### src/rtl/cpu_types_pkg.sv
// Shared CPU-side types: request unit FSM state encoding and timeout counter width.
package cpu_types_pkg;

  typedef enum logic [1:0] {
    IDLE = 2'd0,
    RD   = 2'd1,
    WR   = 2'd2
  } ru_state_t;

  localparam int TMO_W = 8;

endpackage

### src/rtl/rr_arbiter.sv
// Combinational round-robin picker: first requesting port at or after i_ptr, wrapping at NPORT.
module rr_arbiter #(
  parameter int NPORT = 2,
  localparam int SW = $clog2(NPORT)
) (
  input  logic [NPORT-1:0] i_req,
  input  logic [SW-1:0]    i_ptr,
  output logic [NPORT-1:0] o_grant,
  output logic [SW-1:0]    o_idx,
  output logic             o_valid
);

  logic [SW:0]   w_sum;
  logic [SW-1:0] w_j;

  always_comb begin
    o_grant = '0;
    o_idx   = '0;
    o_valid = 1'b0;
    w_sum   = '0;
    w_j     = '0;
    for (int i = 0; i < NPORT; i++) begin
      // Wrap explicitly so non-power-of-two port counts stay in range.
      w_sum = {1'b0, i_ptr} + (SW+1)'(i);
      if (w_sum >= (SW+1)'(NPORT)) w_sum = w_sum - (SW+1)'(NPORT);
      w_j = w_sum[SW-1:0];
      if (!o_valid && i_req[w_j]) begin
        o_valid      = 1'b1;
        o_grant[w_j] = 1'b1;
        o_idx        = w_j;
      end
    end
  end

endmodule

### src/rtl/request_unit_arb.sv
// Request unit arbiter: shares one data cache port among NPORT requesters, with
// round-robin fairness, abandonment on timeout or flush, and optional i-fetch yield.
module request_unit_arb
  import cpu_types_pkg::*;
#(
  parameter int NPORT   = 2,
  parameter int TMO_MAX = 255,
  parameter int IYIELD  = 1,
  localparam int SW = $clog2(NPORT)
) (
  input  logic             CLK,
  input  logic             RST,
  input  logic             ctr_iREN,
  input  logic [NPORT-1:0] ctr_dREN,
  input  logic [NPORT-1:0] ctr_dWEN,
  input  logic             ihit,
  input  logic             dhit,
  output logic             imemREN,
  output logic             dmemREN,
  output logic             dmemWEN,
  output logic [SW-1:0]    dsel,
  output logic [NPORT-1:0] dgrant,
  output logic             dtmo,
  output logic [1:0]       dbg_state
);

  // Handshake: a port holds ctr_dREN/ctr_dWEN until it sees its dgrant bit (one
  // cycle, same cycle as dhit) or dtmo; dropping the request early withdraws it.

  localparam logic [TMO_W-1:0] TMO_LAST = TMO_W'(TMO_MAX - 1);

  ru_state_t        r_state;
  ru_state_t        w_next;
  logic [TMO_W-1:0] r_cnt;
  logic [SW-1:0]    r_last;
  logic [SW-1:0]    r_dsel;
  logic [SW-1:0]    w_ptr;
  logic [NPORT-1:0] w_req;
  logic [NPORT-1:0] w_arb_grant;
  logic [SW-1:0]    w_arb_idx;
  logic             w_arb_valid;
  logic             w_hit;
  logic             w_tmo;
  logic             w_unused_ihit;

  assign w_unused_ihit = ihit;
  assign w_req = ctr_dREN | ctr_dWEN;
  assign w_ptr = (r_last == SW'(NPORT - 1)) ? '0 : r_last + SW'(1);

  rr_arbiter #(.NPORT(NPORT)) u_rr (
    .i_req   (w_req),
    .i_ptr   (w_ptr),
    .o_grant (w_arb_grant),
    .o_idx   (w_arb_idx),
    .o_valid (w_arb_valid)
  );

  always_comb begin
    w_next = r_state;
    w_hit  = 1'b0;
    w_tmo  = 1'b0;
    case (r_state)
      IDLE: begin
        if (w_arb_valid) w_next = ctr_dWEN[w_arb_idx] ? WR : RD;
      end
      RD, WR: begin
        // dhit outranks both flush and timeout.
        if (dhit) begin
          w_hit  = 1'b1;
          w_next = IDLE;
        end else if (!ctr_dREN[r_dsel] && !ctr_dWEN[r_dsel]) begin
          w_next = IDLE;
        end else if (r_cnt == TMO_LAST) begin
          w_tmo  = 1'b1;
          w_next = IDLE;
        end
      end
      default: w_next = IDLE;
    endcase
  end

  always_ff @(posedge CLK) begin
    if (RST) begin
      r_state <= IDLE;
      r_cnt   <= '0;
      r_last  <= SW'(NPORT - 1);
      r_dsel  <= '0;
    end else begin
      r_state <= w_next;
      if (r_state == IDLE) begin
        r_cnt <= '0;
        if (w_arb_valid) r_dsel <= w_arb_idx;
      end else if (w_next != IDLE) begin
        r_cnt <= r_cnt + TMO_W'(1);
      end
      if (w_hit || w_tmo) r_last <= r_dsel;
    end
  end

  // Outputs are masked by RST so an abandoned transaction never strobes.
  assign dmemREN   = (r_state == RD) && !RST;
  assign dmemWEN   = (r_state == WR) && !RST;
  assign dgrant    = (w_hit && !RST) ? (NPORT'(1) << r_dsel) : '0;
  assign dtmo      = w_tmo && !RST;
  assign dsel      = r_dsel;
  assign dbg_state = r_state;
  assign imemREN   = (IYIELD != 0) ? (ctr_iREN && (r_state == IDLE)) : ctr_iREN;

endmodule

### config.mk
export PLATFORM = sky130hd
export DESIGN_NAME = request_unit_arb
export DESIGN_NICKNAME = d
export VERILOG_FILES = /design/src/rtl/cpu_types_pkg.sv /design/src/rtl/rr_arbiter.sv /design/src/rtl/request_unit_arb.sv
export SDC_FILE = /design/constraint.sdc
export NUM_CORES = 1
export LEC_CHECK = 0
export CAP_MARGIN = 30
export CORE_UTILIZATION = 54
export CTS_CLUSTER_DIAMETER = 100
export DETAILED_ROUTE_END_ITERATION = 7
export MAX_ROUTING_LAYER = met4
export PLACE_DENSITY = 0.88
export SYNTH_ARGS = -nofsm -noshare
export SYNTH_HDL_FRONTEND = slang
export SYNTH_HIERARCHICAL = 1
export SYNTH_SLANG_ARGS = --single-unit
### constraint.sdc
create_clock -name CLK -period 4.3 [get_ports CLK]
set_input_delay 1.29 -clock CLK [delete_from_list [all_inputs] [get_ports CLK]]
set_output_delay 1.29 -clock CLK [all_outputs]
set_load 0.02 [all_outputs]
# Word-level counts from Yosys, hierarchy flattened
# Index checks and enable logic that the tools add are counted.
# op_classes
add_sub_neg	5
n_lt_le_gt_ge	6
n_eq_ne	3
shift	1
mux	30
n_bitwise	1
n_reduce_logical	17
# ops
operator	n
two-way mux 1 bit	23
two-way mux 2 bit	6
adder 8 x 1 -> 8 bit, second input constant	1
equality test 8 bit, second input constant	1
< comparator 1 x 2 -> 1 bit, second input constant	4
logical AND 1 bit	7
zero test 1 bit	4
case mux 2 bit (2 select lines)	1
OR reduction 2 bit	2
adder 1 x 1 -> 2 bit, second input constant	1
equality test 2 x 1 -> 1 bit, second input constant	1
equality test 2 bit, second input constant	1
>= comparator 1 x 2 -> 1 bit, second input constant	1
>= comparator 2 bit, second input constant	1
zero test 2 bit	1
bitwise OR 2 bit	1
AND reduction 2 bit	1
nonzero test 2 bit	1
<< shifter 1 x 1 -> 2 bit, first input constant	1
subtractor 1 bit, second input constant	2
adder 1 bit, second input constant	1
logical OR 1 bit	1
# totals
reg_bits	12

# Depth between registers and ports, before layout
# logic_depth
depth_word	16
ltp_mapped	7

# Cells and area by module
# The synthesis kept the hierarchy.
# by_module_without_submodules
mod	instances	cells_per_inst	area_per_inst_um2	seq_area_each_um2
request_unit_arb	1	112	864.6	240.2
rr_arbiter	1	5	32.5	0.0

# Least setup slack after synthesis
# No wires, ideal clock.
# synth_timing
path_type	input to output
start	input ctr_dREN[1]
end	output dtmo
t_arrival_ns	2.391
t_required_ns	3.010
setup_slack_ns	0.619
cell_stages	4
n_path_buf	1
path_cell_list	nor2_1 -> a2111o_1 -> buf_2 -> nor3_1
# synth_via
elab_chain_len	8
# synth_rtl
item	line	rtl
from (decl)	request_unit_arb.sv:14	input logic [NPORT-1:0] ctr_dREN,
two-way mux 1 bit (not written as such) (2 in series)	request_unit_arb.sv:71	end else if (!ctr_dREN[r_dsel] && !ctr_dWEN[r_dsel]) begin
zero test 1 bit	request_unit_arb.sv:71	
logical AND 1 bit	request_unit_arb.sv:71	
two-way mux 1 bit	request_unit_arb.sv:71	
two-way mux 1 bit	request_unit_arb.sv:68	if (dhit) begin
two-way mux 1 bit	request_unit_arb.sv:62	case (r_state)
logical AND 1 bit	request_unit_arb.sv:104	assign dtmo = w_tmo && !RST;
to (decl)	request_unit_arb.sv:23	output logic dtmo,
# No other way between the ends. The select of a mux whose other input is x is not followed.

# Final worst setup path
# layout_timing
start	input ctr_dWEN[1]
end	output dtmo
# layout_via
elab_chain_len	8
# layout_rtl
item	line	rtl
from (decl)	request_unit_arb.sv:15	input logic [NPORT-1:0] ctr_dWEN,
two-way mux 1 bit (not written as such) (2 in series)	request_unit_arb.sv:71	
zero test 1 bit	request_unit_arb.sv:71	
logical AND 1 bit	request_unit_arb.sv:71	
two-way mux 1 bit	request_unit_arb.sv:71	
two-way mux 1 bit	request_unit_arb.sv:68	
two-way mux 1 bit	request_unit_arb.sv:62	
logical AND 1 bit	request_unit_arb.sv:104	
# No other way between the ends. The select of a mux whose other input is x is not followed.

==> run metrics <==
status complete, no violations; VDD IR max 0.213 mV; relative slew slack 48.9%; Vias/cell 6.20; Setup-failing EPs final 0; # IOs 18; Critical path buffers and inverters 2; die area 0.00180 mm2; fin. max-slew vios 0; H-Tree Depth 1; # clock sinks 12; CTS root buf clkbuf_4; Buffers on Ports 16; slowest CP cell clkdlybuf4s50_1; CP cell instances clkdlybuf4s50_1 > nor2_1 > a2111o_1 > nor3_1 > dlygate4sd2_1; later-pin clock latency in the skew report 280 ps; largest net degree at the start of global routing 14; RD Place Congestion 0.949; signal arrival time at the worst endpoint 2800 ps; post-route minimum period 4090 ps; Post-Syn Nets 130; area delta synth->final 28.1%; CTS Buf Count 3; Post-Synthesis Cells 115; dpl ws -90.6 ps; Pleak 0.000423 uW; unrepaired setup endpoints after global routing no; slowest stage delay, CP 490 ps; via count of the first global-routing pass 814; drt drc 0; ANT nets after route 0; PwrDens 292 mW/mm2; DP HPWL 1550 um; gr usage total 26.4%; Post-CTS Setup Bufs 0; CP required 3010 ps; crit end category primary output; Iter 0 DRT Violations 34; first-pass GRT wire length 3570 um; Fill cells 109; Worst setup SP type input pin; drt first pass iters 4; Ys Warns 6; share of layout cells above drive strength 1 10.9%; grt ovf 0; final setup TNS 0 ps; syn_area_per_cell 7.67 um2; CTS tree built; die height 42.4 um; final WL 2110 um; Final Skew 2.07 ps; Max Freq 245 MHz; buffer depth of the longest clock path 2; max_cap viols 0; Chip Width 42.4 um; Initial Utilization 57.9%; CP Max Fanout 2; vias 955; period utilisation layout 95.1%; setup ws final 210 ps; worst slew pin tran 764 ps; delay-heaviest family, CP buffers and inverters; CP Class in -> out; Hold Violations, Final 0; initial antenna violation count 0; core area 0.00152 mm2; row cnt 14; utilization after layout 74.1%; routed len/inst 13.7 um; commonest cells after routing, fill and taps aside clkdlybuf4s50_1, dfxtp_1, nand2_1, nand3_1, inv_1; nets@finish 154; clk slew on worst S/H paths 80 ps; path type of the worst min-delay path reg -> reg; most common cell after layout, fill and taps aside clkdlybuf4s50_1; Antenna diodes 0; synthesized cell area 882 um2
[path summary, 6_finish.rpt]
kind	startpoint	end	slack, ps	depth (start not counted)
max	ctr_dWEN[1]	dtmo	210	5
min	r_cnt[4]$_SDFFE_PP0P_	r_cnt[4]$_SDFFE_PP0P_	500	2
max reg2reg	dbg_state[1]$_SDFF_PP0_	r_cnt[6]$_SDFFE_PP0P_	2140	7
min reg2reg	r_cnt[4]$_SDFFE_PP0P_	r_cnt[4]$_SDFFE_PP0P_	500	2
[sequential cells by signal, summed over array words and instances, names as in the netlist]
name	cells
dsel	1
r_last	1
dbg_state	2
r_cnt	8
[through the flow]
step	area [um2]	hold WS, ps	total power (uW)	std cells
2_1_floorplan	882	458	195	115
3_3_place_gp	1090	477	233	150
3_5_place_dp	1090	485	237	150
4_1_cts	1130	497	330	154
5_1_grt	1130	515	347	154
6_report	1130	495	330	154
[worst reg2reg max path, delay by kind of cell, from the launching register on]
kind | cells | cell delay (ps)
buffers and inverters | 3 | 360
AO/OA/AOI/OAI | 2 | 450
AND/OR/NAND/NOR | 1 | 500
flip-flops | 1 | 470
adder cells (fa/ha/maj) | 1 | 330
[report_power, final]
group / switching (uW) / leakage (uW) / internal, uW
combinational: 62.8 / 0.000304 / 49.0
clock: 42.6 / 0.0000210 / 51.5
sequential: 8.15 / 0.0000973 / 116
[layer usage]
metal  track usage, %  share of wire [%]  wire [um]
met5                -                  0          0
met4             9.38                1.9         39
met2             40.6                 46        978
met3             5.60                7.0        148
met1             34.2                 45        939
[final cells by class]
cell class | instances | area (um2) | share of cell area, %
multi-input cells | 92 | 599 | 53.0
flip-flops and latches | 12 | 240 | 21.3
repair buffers | 22 | 204 | 18.1
clock buffers | 4 | 36.3 | 3.21
inverters | 8 | 30.0 | 2.66
well taps | 16 | 20.0 | 1.77
[what timing repair did]
item,CTS,global route
setup endpoints to repair,1,0
resized for setup,1,0
endpoints found under the hold margin,0,0
hold buffers,0,0
No activity file was read; power rests on OpenSTA's default activity.
